<file path="src/rtl/display_pkg.sv">
// Shared types for the pixel-timing receiver: lock FSM states and counter limits.
// No clocked logic here.
package display_pkg;

    typedef enum logic [1:0] {
        SEARCH  = 2'd0,
        MEASURE = 2'd1,
        LOCKED  = 2'd2
    } rx_state_t;

    // Largest positive value of a signed counter of width w.
    function automatic int sat_max(input int w);
        return (1 << (w - 1)) - 1;
    endfunction

endpackage

</file>
<file path="src/rtl/sync_edge_det.sv">
// Polarity-normalised, registered copy of a timing pin plus a rising-edge pulse.
// Level is one clk_pix behind the pin, the pulse is combinational off the two flops; never stalls.
module sync_edge_det #(
    parameter bit POL = 1'b1
) (
    input  logic clk_pix,
    input  logic rst_pix_n,
    input  logic pin,
    output logic lvl,
    output logic rise
);

    logic lvl_d;

    always_ff @(posedge clk_pix) begin
        if (!rst_pix_n) begin
            lvl   <= 1'b0;
            lvl_d <= 1'b0;
        end else begin
            lvl   <= POL ? pin : ~pin;
            lvl_d <= lvl;
        end
    end

    assign rise = lvl & ~lvl_d;

endmodule

</file>
<file path="src/rtl/display_timing_rx.sv">
// Recovers sx/sy and sync strobes from hsync/vsync/de, measures geometry and locks to the expected mode.
// Pin-to-output latency 2 clk_pix; no backpressure, the video source is never stalled.
module display_timing_rx
    import display_pkg::*;
#(
    parameter int CORDW       = 16,
    parameter int H_RES       = 640,
    parameter int V_RES       = 480,
    parameter int H_TOTAL     = 800,
    parameter int V_TOTAL     = 525,
    parameter int H_POL       = 0,
    parameter int V_POL       = 0,
    parameter int LOCK_FRAMES = 2
) (
    input  logic                    clk_pix,
    input  logic                    rst_pix_n,
    input  logic                    hsync,
    input  logic                    vsync,
    input  logic                    de,
    output logic signed [CORDW-1:0] sx,
    output logic signed [CORDW-1:0] sy,
    output logic                    de_o,
    output logic                    frame,
    output logic                    line,
    output logic                    locked,
    output logic        [CORDW-1:0] meas_h_act,
    output logic        [CORDW-1:0] meas_h_tot,
    output logic        [CORDW-1:0] meas_v_act,
    output logic        [CORDW-1:0] meas_v_tot,
    output logic                    meas_valid,
    output logic                    err
);

    localparam logic [CORDW-1:0] CMAX = CORDW'(sat_max(CORDW));

    function automatic logic [CORDW-1:0] inc_sat(input logic [CORDW-1:0] v);
        return (v == CMAX) ? v : v + CORDW'(1);
    endfunction

    logic hs_lvl, vs_lvl, de_lvl;
    logic hs_rise, vs_rise, de_rise, de_fall;

    sync_edge_det #(.POL(H_POL != 0)) u_hs (
        .clk_pix   (clk_pix),
        .rst_pix_n (rst_pix_n),
        .pin       (hsync),
        .lvl       (hs_lvl),
        .rise      (hs_rise)
    );

    sync_edge_det #(.POL(V_POL != 0)) u_vs (
        .clk_pix   (clk_pix),
        .rst_pix_n (rst_pix_n),
        .pin       (vsync),
        .lvl       (vs_lvl),
        .rise      (vs_rise)
    );

    sync_edge_det #(.POL(1'b1)) u_de (
        .clk_pix   (clk_pix),
        .rst_pix_n (rst_pix_n),
        .pin       (de),
        .lvl       (de_lvl),
        .rise      (de_rise)
    );

    // Sync levels are only needed as edges; de_o already holds the previous de level.
    logic unused_lvl;
    assign unused_lvl = hs_lvl ^ vs_lvl;
    assign de_fall    = de_o & ~de_lvl;

    logic [CORDW-1:0] hcnt, hact, vcnt, vact, hact_base;
    rx_state_t        state_q, state_d;
    logic [7:0]       match_cnt, match_d;
    logic             locked_d, err_d, mv_d, meas_load, timeout, frame_ok;

    assign hact_base = hs_rise ? '0 : hact;

    // vcnt/vact still hold the finishing frame in the vs-edge cycle.
    assign frame_ok = (meas_h_act == CORDW'(H_RES))   && (meas_h_tot == CORDW'(H_TOTAL)) &&
                      (vact       == CORDW'(V_RES))   && (vcnt       == CORDW'(V_TOTAL));
    assign timeout  = (state_q != SEARCH) && !hs_rise && (hcnt == CORDW'(2 * H_TOTAL));

    always_comb begin
        state_d   = state_q;
        match_d   = match_cnt;
        locked_d  = locked;
        err_d     = 1'b0;
        mv_d      = 1'b0;
        meas_load = 1'b0;
        if (timeout) begin
            state_d  = SEARCH;
            match_d  = '0;
            locked_d = 1'b0;
            err_d    = 1'b1;
        end else if (vs_rise) begin
            case (state_q)
                SEARCH: begin
                    state_d = MEASURE;
                    match_d = '0;
                end
                MEASURE: begin
                    meas_load = 1'b1;
                    mv_d      = 1'b1;
                    if (frame_ok) begin
                        match_d = match_cnt + 8'd1;
                        if (match_cnt + 8'd1 >= 8'(LOCK_FRAMES)) begin
                            state_d  = LOCKED;
                            locked_d = 1'b1;
                        end
                    end else begin
                        match_d = '0;
                        err_d   = 1'b1;
                    end
                end
                LOCKED: begin
                    meas_load = 1'b1;
                    mv_d      = 1'b1;
                    if (!frame_ok) begin
                        state_d  = MEASURE;
                        match_d  = '0;
                        locked_d = 1'b0;
                        err_d    = 1'b1;
                    end
                end
                default: state_d = SEARCH;
            endcase
        end
    end

    always_ff @(posedge clk_pix) begin
        if (!rst_pix_n) begin
            state_q    <= SEARCH;
            match_cnt  <= '0;
            locked     <= 1'b0;
            err        <= 1'b0;
            meas_valid <= 1'b0;
            frame      <= 1'b0;
            line       <= 1'b0;
            de_o       <= 1'b0;
            sx         <= '0;
            sy         <= '0;
            hcnt       <= '0;
            hact       <= '0;
            vcnt       <= '0;
            vact       <= '0;
            meas_h_act <= '0;
            meas_h_tot <= '0;
            meas_v_act <= '0;
            meas_v_tot <= '0;
        end else begin
            state_q    <= state_d;
            match_cnt  <= match_d;
            locked     <= locked_d;
            err        <= err_d;
            meas_valid <= mv_d;
            frame      <= vs_rise;
            line       <= hs_rise;
            de_o       <= de_lvl;
            sx         <= de_rise ? '0 : inc_sat(sx);
            if (vs_rise)      sy <= '1;
            else if (de_rise) sy <= inc_sat(sy);
            hcnt       <= hs_rise ? '0 : inc_sat(hcnt);
            hact       <= de_lvl ? inc_sat(hact_base) : hact_base;
            // A line starting on the vs edge belongs to the new frame.
            if (vs_rise)      vcnt <= hs_rise ? CORDW'(1) : '0;
            else if (hs_rise) vcnt <= inc_sat(vcnt);
            if (vs_rise)      vact <= '0;
            else if (de_rise) vact <= inc_sat(vact);
            if (hs_rise)      meas_h_tot <= inc_sat(hcnt);
            if (de_fall)      meas_h_act <= hact;
            if (meas_load) begin
                meas_v_tot <= vcnt;
                meas_v_act <= vact;
            end
        end
    end

endmodule
</file>
<file path="config.mk">
export PLATFORM = sky130hd
export DESIGN_NAME = display_timing_rx
export DESIGN_NICKNAME = d
export VERILOG_FILES = /design/src/rtl/display_pkg.sv /design/src/rtl/sync_edge_det.sv /design/src/rtl/display_timing_rx.sv
export SDC_FILE = /design/constraint.sdc
export NUM_CORES = 1
export LEC_CHECK = 0
export CORE_ASPECT_RATIO = 1.75
export CORE_MARGIN = 2
export CORE_UTILIZATION = 27
export CTS_BUF_LIST = sky130_fd_sc_hd__clkbuf_4 sky130_fd_sc_hd__clkbuf_8 sky130_fd_sc_hd__clkbuf_16
export CTS_CLUSTER_SIZE = 40
export DETAILED_ROUTE_END_ITERATION = 16
export GPL_ROUTABILITY_DRIVEN = 0
export PLACE_DENSITY = 0.47
export SETUP_SLACK_MARGIN = 0.1
export SYNTH_ARGS = -nofsm -noshare
export SYNTH_HDL_FRONTEND = slang
export SYNTH_HIERARCHICAL = 1
export SYNTH_SLANG_ARGS = --single-unit
</file>
<file path="constraint.sdc">
create_clock -name clk_pix -period 2.2 [get_ports clk_pix]
set_input_delay 0.33 -clock clk_pix [delete_from_list [all_inputs] [get_ports clk_pix]]
set_output_delay 0.33 -clock clk_pix [all_outputs]
set_load 0.01 [all_outputs]
</file>
==> results of run 1 <==
-- kinds of logic (layout without fill, tap and decap cells) --
kind of cell	count (synthesis)	count (layout)	share of synthesized area, %
flip-flops	182	182	46.5
AND/OR/NAND/NOR	444	445	28.1
XOR/XNOR	71	71	7.94
AO/OA/AOI/OAI	153	153	11.0
multiplexers	6	6	0.767
adder cells (fa/ha/maj)	15	15	2.40
buffers and inverters	64	280	3.21
-- cells in the mapped netlist, types with 2 or more instances --
| library cell | n | area (sq um) |
|---|---|---|
| sky130_fd_sc_hd__or3_1 | 22 | 138 |
| sky130_fd_sc_hd__nand2_1 | 155 | 582 |
| sky130_fd_sc_hd__and4b_1 | 4 | 40.0 |
| sky130_fd_sc_hd__nor2b_1 | 8 | 50.1 |
| sky130_fd_sc_hd__xnor2_1 | 31 | 272 |
| sky130_fd_sc_hd__nand2b_1 | 3 | 18.8 |
| sky130_fd_sc_hd__nor4_1 | 12 | 75.1 |
| sky130_fd_sc_hd__xor2_1 | 40 | 350 |
| sky130_fd_sc_hd__nor3_1 | 21 | 105 |
| sky130_fd_sc_hd__and2_1 | 10 | 62.6 |
| sky130_fd_sc_hd__and3_1 | 21 | 131 |
| sky130_fd_sc_hd__a21oi_1 | 96 | 480 |
| sky130_fd_sc_hd__and4_1 | 3 | 26.3 |
| sky130_fd_sc_hd__o21ai_0 | 26 | 130 |
| sky130_fd_sc_hd__dfxtp_1 | 182 | 3640 |
| sky130_fd_sc_hd__o211ai_1 | 2 | 15.0 |
| sky130_fd_sc_hd__o21a_1 | 3 | 22.5 |
| sky130_fd_sc_hd__a311oi_1 | 3 | 26.3 |
| sky130_fd_sc_hd__o22ai_1 | 2 | 12.5 |
| sky130_fd_sc_hd__nor2_1 | 89 | 334 |
| sky130_fd_sc_hd__ha_1 | 15 | 188 |
| sky130_fd_sc_hd__nand4_1 | 30 | 188 |
| sky130_fd_sc_hd__nor2b_4 | 5 | 68.8 |
| sky130_fd_sc_hd__nand3b_1 | 2 | 15.0 |
| sky130_fd_sc_hd__clkbuf_1 | 36 | 135 |
| sky130_fd_sc_hd__a211oi_1 | 4 | 30.0 |
| sky130_fd_sc_hd__or2_2 | 2 | 12.5 |
| sky130_fd_sc_hd__mux2i_1 | 6 | 60.1 |
| sky130_fd_sc_hd__buf_2 | 2 | 10.0 |
| sky130_fd_sc_hd__a2111oi_0 | 2 | 17.5 |
| sky130_fd_sc_hd__a31oi_1 | 4 | 25.0 |
| sky130_fd_sc_hd__nor4b_1 | 6 | 52.6 |
| sky130_fd_sc_hd__nand3_1 | 41 | 205 |
| sky130_fd_sc_hd__nor4bb_1 | 2 | 20.0 |
| sky130_fd_sc_hd__buf_1 | 2 | 7.51 |
| sky130_fd_sc_hd__inv_1 | 21 | 78.8 |
-- through the flow --
step / setup slack, ps / util (%) / hold slack (ps) / cells
finish: -126 / 38.3 / 454 / 1530
detailed placement: -362 / 35.4 / 448 / 1492
global route: -161 / 38.3 / 458 / 1530
CTS: -120 / 37.9 / 447 / 1525
global placement: -336 / 35.4 / 445 / 1492
floorplan: 10.4 / - / 394 / 935
-- critical path: cells and delay by family, from the launching register on --
| kind | cells | cell delay (ps) |
|---|---|---|
| simple gates | 4 | 1590 |
| flops | 1 | 330 |
| compound gates | 2 | 330 |
-- sequential cells by signal, indices dropped and copies added, names as in the netlist, 2 cells and up --
name and count:
hact 16, hcnt 16, match_cnt 8, meas_h_act 16
meas_h_tot 16, meas_v_act 16, meas_v_tot 16, state_q 2
sx 16, sy 16, vact 16, vcnt 16
-- power groups by stage --
stage               clock, mW  sequential (mW)  combinational [mW]
finish                   3.32             3.41               0.515
global route             3.54             3.41               0.563
CTS                      3.41             3.41               0.515
detailed placement          0             3.48               0.508
global placement            0             3.48               0.508
floorplan                   0             3.50               0.214
-- worst paths after layout --
| path | from | to | slack, ps | cells past startpoint |
|---|---|---|---|---|
| max | meas_h_act[4]$_SDFFE_PN0P_ | locked$_SDFFE_PP0P_ | -130 | 6 |
| min | meas_v_act[0]$_SDFFE_PN0P_ | meas_v_act[0]$_SDFFE_PN0P_ | 450 | 2 |
| max reg2reg | meas_h_act[4]$_SDFFE_PN0P_ | locked$_SDFFE_PP0P_ | -130 | 6 |
| min reg2reg | meas_v_act[0]$_SDFFE_PN0P_ | meas_v_act[0]$_SDFFE_PN0P_ | 450 | 2 |
-- layout make-up --
| class | count | area [sq um] | area share [%] |
|---|---|---|---|
| multi-input cells | 690 | 4090 | 37.4 |
| well taps | 378 | 473 | 4.32 |
| clock buffers | 23 | 502 | 4.58 |
| clock inverters | 9 | 138 | 1.26 |
| repair buffers | 226 | 2020 | 18.4 |
| flip-flops and latches | 182 | 3650 | 33.3 |
| inverters | 22 | 82.6 | 0.754 |
-- timing repair --
action	CTS	global route
setup buffers	0	4
pin swaps	1	11
gates resized for setup	14	20
cloned	1	1
endpoints found under the setup margin	12	42
hold buffers	0	0
-- metal layers --
metal,track usage [%],wire length [um]
met5,0,0
met4,5.41,425
met3,3.10,560
met2,31.0,13300
met1,16.0,9420
==> run metrics, run 1 <==
outcome=finished with violations; failing checks=setup timing; overall overflow remaining after global route=0; die width=between 100 and 150 um; number of buffers inserted by port buffering=106; CTS tree=built; worst setup skew after layout=6.11 ps; Data arrival, critical path=2700 ps; H-tree lvl count=4; leading cell type in the layout, fill and taps excluded=sky130_fd_sc_hd__dfxtp_1; cell chosen for the clock root=sky130_fd_sc_hd__clkbuf_16; layout filler cell count=2,946; antenna violations before repair=0; peak per-stage delay on the critical path=620 ps; detailed-route via count=7,140; Diodes inserted=0; routed wirelength normalized by instance count=approximately 16 um; clock period minus final worst setup slack=2330 ps; instance area at placement=10,100 sq um; total routing resource utilization after global routing=about 16%; commonest cells after routing, fill and taps aside=sky130_fd_sc_hd__dfxtp_1 (176), sky130_fd_sc_hd__nand2_1 (155), sky130_fd_sc_hd__buf_4 (114); die height=229 um; setup repair after global routing missed its margin=true; first-pass GRT wire length=~38 mm; slew at the pin closest to its max-slew limit=around 470 ps; Pwr Density=around 660 nW/um^2; Avg Synthesized Cell Area=between 8 and 9 sq um; Achievable Freq=430 MHz; maximum number of pins on one net before global-route repair=39; number of setup violations in the final report=10; initial detailed-routing violation count=roughly 300; most used cell along the critical path=sky130_fd_sc_hd__or4_4; master of the slowest instance on the critical path=sky130_fd_sc_hd__or4_4; final routed wirelength across all metal layers=23.7 mm; setup slack of the critical path after layout=-126 ps; synthesized netlist cell count=935; number of rows in the core area=82; final max-slew violation count=0; Remaining DRCs=0; later-pin clock latency in the skew report=440 ps; Post-synth EDFFs=0; cell chain of the critical path=nor4_4 -> nand4_1 -> or4_4 -> a32o_2 -> or4_4 -> o21ai_2; overall power of the completed layout=7.24 mW; share of post-route cells with drive strength above 1=17.0%; clock tree sinks=about 180; effective utilization at floorplan=a little over a quarter; router iterations before antenna repair=4; Max-Cap Viols=0; number of synthesis warnings=6; Syn Nets=~960; flip-flop cell with the highest count after synthesis=sky130_fd_sc_hd__dfxtp_1; design area=about 11,000 sq um; Inserted Clock Buffers=17; via count of the first global-routing pass=7,203; switching share of total power=23.2%; path type of the worst min-delay path=reg2reg; share of power burned in registers=47.0%; worst path required time=about 2600 ps; clock-pin slew on the worst setup and hold paths=about 70 ps; proportion of power drawn by the clock network=45.9%; number of register bits inferred by synthesis=182; Fin Setup TNS=-512 ps; Synth cell types=between 50 and 60; number of ports placed on the die boundary=107; Crit Path Max Fanout=3; CP Class=reg2reg; Netlist Area Pre-Place=~7800 sq um; Tcrit/Tclk final=106%; nature of the critical path endpoint=flop; DP Wirelength=between 15 and 20 mm; Combinational Power Share=just over 7%; register area share after synthesis=46.5%; die footprint=30,400 sq um; total core area=~29,000 sq um; via count normalized by instance count=between 4 and 5; Static Leak=3.98 nW; number of buffers between clock root and the deepest sink=2; switching component of the power=~1.7 mW; number of nets in the finished design=about 1,200; asr flop ratio synth=0%; worst slew margin relative to its limit=roughly two thirds; design internal power=around 5.6 mW; Critical Path Start Type=flop; count of nets left with antenna violations after detail routing=0; Layout area overhead=39.9%; number of hold violations in the final report=0; worst supply voltage drop on vdd=about 0.00056 V
Power figures use the tool's default switching activity.
==> run 2, diff against run 1 <==
--- a/config.mk
+++ b/config.mk
@@ -9,3 +9,3 @@
 export CORE_MARGIN = 2
-export CORE_UTILIZATION = 27
+export CORE_UTILIZATION = 50
 export CTS_BUF_LIST = sky130_fd_sc_hd__clkbuf_4 sky130_fd_sc_hd__clkbuf_8 sky130_fd_sc_hd__clkbuf_16
@@ -14,3 +14,4 @@
 export GPL_ROUTABILITY_DRIVEN = 0
-export PLACE_DENSITY = 0.47
+export HOLD_SLACK_MARGIN = 0.08
+export PLACE_DENSITY = 0.77
 export SETUP_SLACK_MARGIN = 0.1
--- a/constraint.sdc
+++ b/constraint.sdc
@@ -3,2 +3,2 @@
 set_output_delay 0.33 -clock clk_pix [all_outputs]
-set_load 0.01 [all_outputs]
+set_load 0.005 [all_outputs]
==> run metrics, run 2 (same netlist as run 1, synthesis figures left out) <==
effective utilization at floorplan=50.9% (+24 points); Critical Path Start Type=flop; share of post-route cells with drive strength above 1=16.9% (-0.099 points); number of rows in the core area=60 (-27%); outcome=finished with violations; number of buffers between clock root and the deepest sink=2 (unchanged); initial detailed-routing violation count=387 (+29%); Worst R2R Setup Slack=-160 ps (-40 ps); final max-slew violation count=0 (unchanged); maximum number of pins on one net before global-route repair=75 (+92%); Achievable Freq=423 MHz (-1.7%); Max-Cap Viols=0 (unchanged); Combinational Power Share=6.6% (-0.5 points); most used cell along the critical path=sky130_fd_sc_hd__or4_4; setup slack at placement=-255 ps (+107 ps); Remaining DRCs=0 (unchanged); count of nets left with antenna violations after detail routing=0 (unchanged); setup slack of the critical path after layout=-165 ps (-39.1 ps); number of nets in the finished design=1,148 (-0.95%); number of hold violations in the final report=0 (unchanged); Cells after DPL=1,281 (-14%); layer with the highest usage=met2; beginning of the critical path=meas_h_act[6]$_SDFFE_PN0P_; CTS tree=built; Crit Path Max Fanout=3 (unchanged); die width=98.6 um (-26%); nature of the critical path endpoint=flop; final routed wirelength across all metal layers=21.6 mm (-8.8%); router iterations before antenna repair=5 (+1); routing usage on met2=47.7% (+17 points); worst setup skew after layout=12.1 ps (+5.98 ps); Cells on Worst Hold Path=2 (unchanged); cell chain of the critical path=nor4bb_4 -> buf_4 -> nand4_1 -> or4_4 -> a32o_2 -> or4_4 -> o21ai_2; count of buffer and inverter cells on the critical path=1 (+1); reg2reg end=locked$_SDFFE_PP0P_; routed wirelength normalized by instance count=16.3 um (+5.2%); Data arrival, critical path=2720 ps (+20 ps); cell chosen for the clock root=sky130_fd_sc_hd__clkbuf_16; later-pin clock latency in the skew report=430 ps (about the same); total routing resource utilization after global routing=24.9% (+9.2 points); leading cell type in the layout, fill and taps excluded=sky130_fd_sc_hd__dfxtp_1; clock tree sinks=182 (unchanged); antenna violations before repair=0 (unchanged); clock-pin slew on the worst setup and hold paths=70 ps (about the same); worst slew margin relative to its limit=57.9% (-10 points); Tcrit/Tclk final=107% (+1.8 points); commonest cells after routing, fill and taps aside=sky130_fd_sc_hd__dfxtp_1 (172), sky130_fd_sc_hd__nand2_1 (155), sky130_fd_sc_hd__clkdlybuf4s50_1 (106); switching component of the power=1.64 mW (-2.6%); design area=10,700 sq um (-2.6%); peak per-stage delay on the critical path=600 ps (-20 ps); number of setup violations in the final report=11 (+1); overall power of the completed layout=7.20 mW (-0.61%); via count normalized by instance count=5.70 (+22%); number of buffers inserted by port buffering=106 (unchanged); die footprint=16,700 sq um (-45%); worst path required time=2560 ps (-20 ps); Layout area overhead=36.3%; origin of the critical flop-to-flop path=meas_h_act[6]$_SDFFE_PN0P_; grt met3 use=3.38% (+0.28 points); layout filler cell count=1,113 (-62%); Diodes inserted=0 (unchanged); die height=170 um (-26%); first-pass GRT wire length=34.0 mm (-9.7%); Inserted Clock Buffers=17 (unchanged); Static Leak=3.91 nW (-1.8%); Pwr Density=674 nW/um^2 (+2.0%); Fin Setup TNS=-1140 ps (-629 ps); slew at the pin closest to its max-slew limit=631 ps (+156 ps); CP Class=reg2reg; detailed-route via count=7,563 (+5.9%); DP Wirelength=15.0 mm (-16%); path type of the worst min-delay path=reg2reg; share of power burned in registers=47.5% (+0.5 points); switching share of total power=22.7% (-0.47 points); design internal power=5.56 mW (about the same); worst supply voltage drop on vdd=0.000572 V (+2.9%); total core area=15,400 sq um (-46%); instance area at placement=9730 sq um (-4.0%); final cell count without fillers=1,327 (-13%); overall overflow remaining after global route=0 (unchanged); Crit path depth=7 (+1); number of ports placed on the die boundary=107 (unchanged); setup repair after global routing missed its margin=true; gate family responsible for the most delay along the worst path=simple AND/OR/NAND/NOR gates; H-tree lvl count=4 (unchanged); clock period minus final worst setup slack=2360 ps (+39.1 ps); number of cell instances on the worst register-to-register path=7 (+1); master of the slowest instance on the critical path=sky130_fd_sc_hd__or4_4; GR Util met1=26.3% (+10 points); Critical Path End=locked$_SDFFE_PP0P_; proportion of power drawn by the clock network=45.9% (about the same); failing checks=setup timing; via count of the first global-routing pass=7,298 (+1.3%)
run 2: cell types whose count changed in the layout (fill, tap and decap cells not counted), moves of 3 or more:
cell / before / now
sky130_fd_sc_hd__buf_4: 114 / 101
sky130_fd_sc_hd__clkinvlp_4: 0 / 4
sky130_fd_sc_hd__dfxtp_1: 176 / 172
sky130_fd_sc_hd__dfxtp_2: 6 / 10
sky130_fd_sc_hd__a21oi_1: 93 / 96
sky130_fd_sc_hd__a21oi_2: 3 / 0
sky130_fd_sc_hd__clkbuf_8: 5 / 2
sky130_fd_sc_hd__nand3_1: 41 / 38
sky130_fd_sc_hd__nand3_2: 0 / 3
run 2: how the worst min path moves through the flow:
stage                               start                         end  slack [ps]
2_1_floorplan                       hsync         u_hs/lvl$_SDFF_PN0_         390
3_3_place_gp   meas_v_tot[2]$_SDFFE_PN0P_  meas_v_tot[2]$_SDFFE_PN0P_         440
3_5_place_dp   meas_v_act[4]$_SDFFE_PN0P_  meas_v_act[4]$_SDFFE_PN0P_         450
4_1_cts        meas_v_tot[3]$_SDFFE_PN0P_  meas_v_tot[3]$_SDFFE_PN0P_         460
5_1_grt        meas_v_act[8]$_SDFFE_PN0P_  meas_v_act[8]$_SDFFE_PN0P_         480
6_report       meas_v_tot[6]$_SDFFE_PN0P_  meas_v_tot[6]$_SDFFE_PN0P_         450
run 2: metrics by stage:
stage               hold WS [ps]  utilization [%]
finish                       454             69.4
global route                 478             69.4
CTS                          457             67.8
detailed placement           446             63.2
global placement             442             63.2
floorplan                    394                -
run 2: layer usage:
metal	vias up	part of all wire, %
met5	-	0
met2	262	54
met1	3601	37
met3	85	4.3
li1	3615	-
met4	0	5.1
run 2: power by group through the flow:
stage | Clock, mW | Sequential (mW) | Combinational, mW
2_1_floorplan | 0 | 3.48 | 0.212
3_3_place_gp | 0 | 3.49 | 0.430
3_5_place_dp | 0 | 3.49 | 0.438
4_1_cts | 3.34 | 3.41 | 0.450
5_1_grt | 3.45 | 3.42 | 0.512
6_report | 3.30 | 3.42 | 0.478
run 2: layout make-up:
cell class                 count  area, sq um  share of cell area, %
multi-input combinational    690         4120                   38.6
sequential                   182         3660                   34.2
timing repair buffer         215         1940                   18.2
clock buffer                  19          453                   4.24
tap                          186          233                   2.18
clock inverter                13          194                   1.82
inverter                      22         82.6                  0.773
run 2: worst min-delay path, cell delays in order, from the launching register on:
cell and delay [ps]:
sky130_fd_sc_hd__dfxtp_1 310, sky130_fd_sc_hd__nand2_1 50, sky130_fd_sc_hd__a21oi_1 50
run 2: repair_timing:
action                                  4_1_cts  5_1_grt
endpoints found under the setup margin       11       81
hold buffers                                  0        0
pin swaps                                     3       21
cloned                                        1        1
gates resized for setup                      13       35
setup buffers                                 2       10
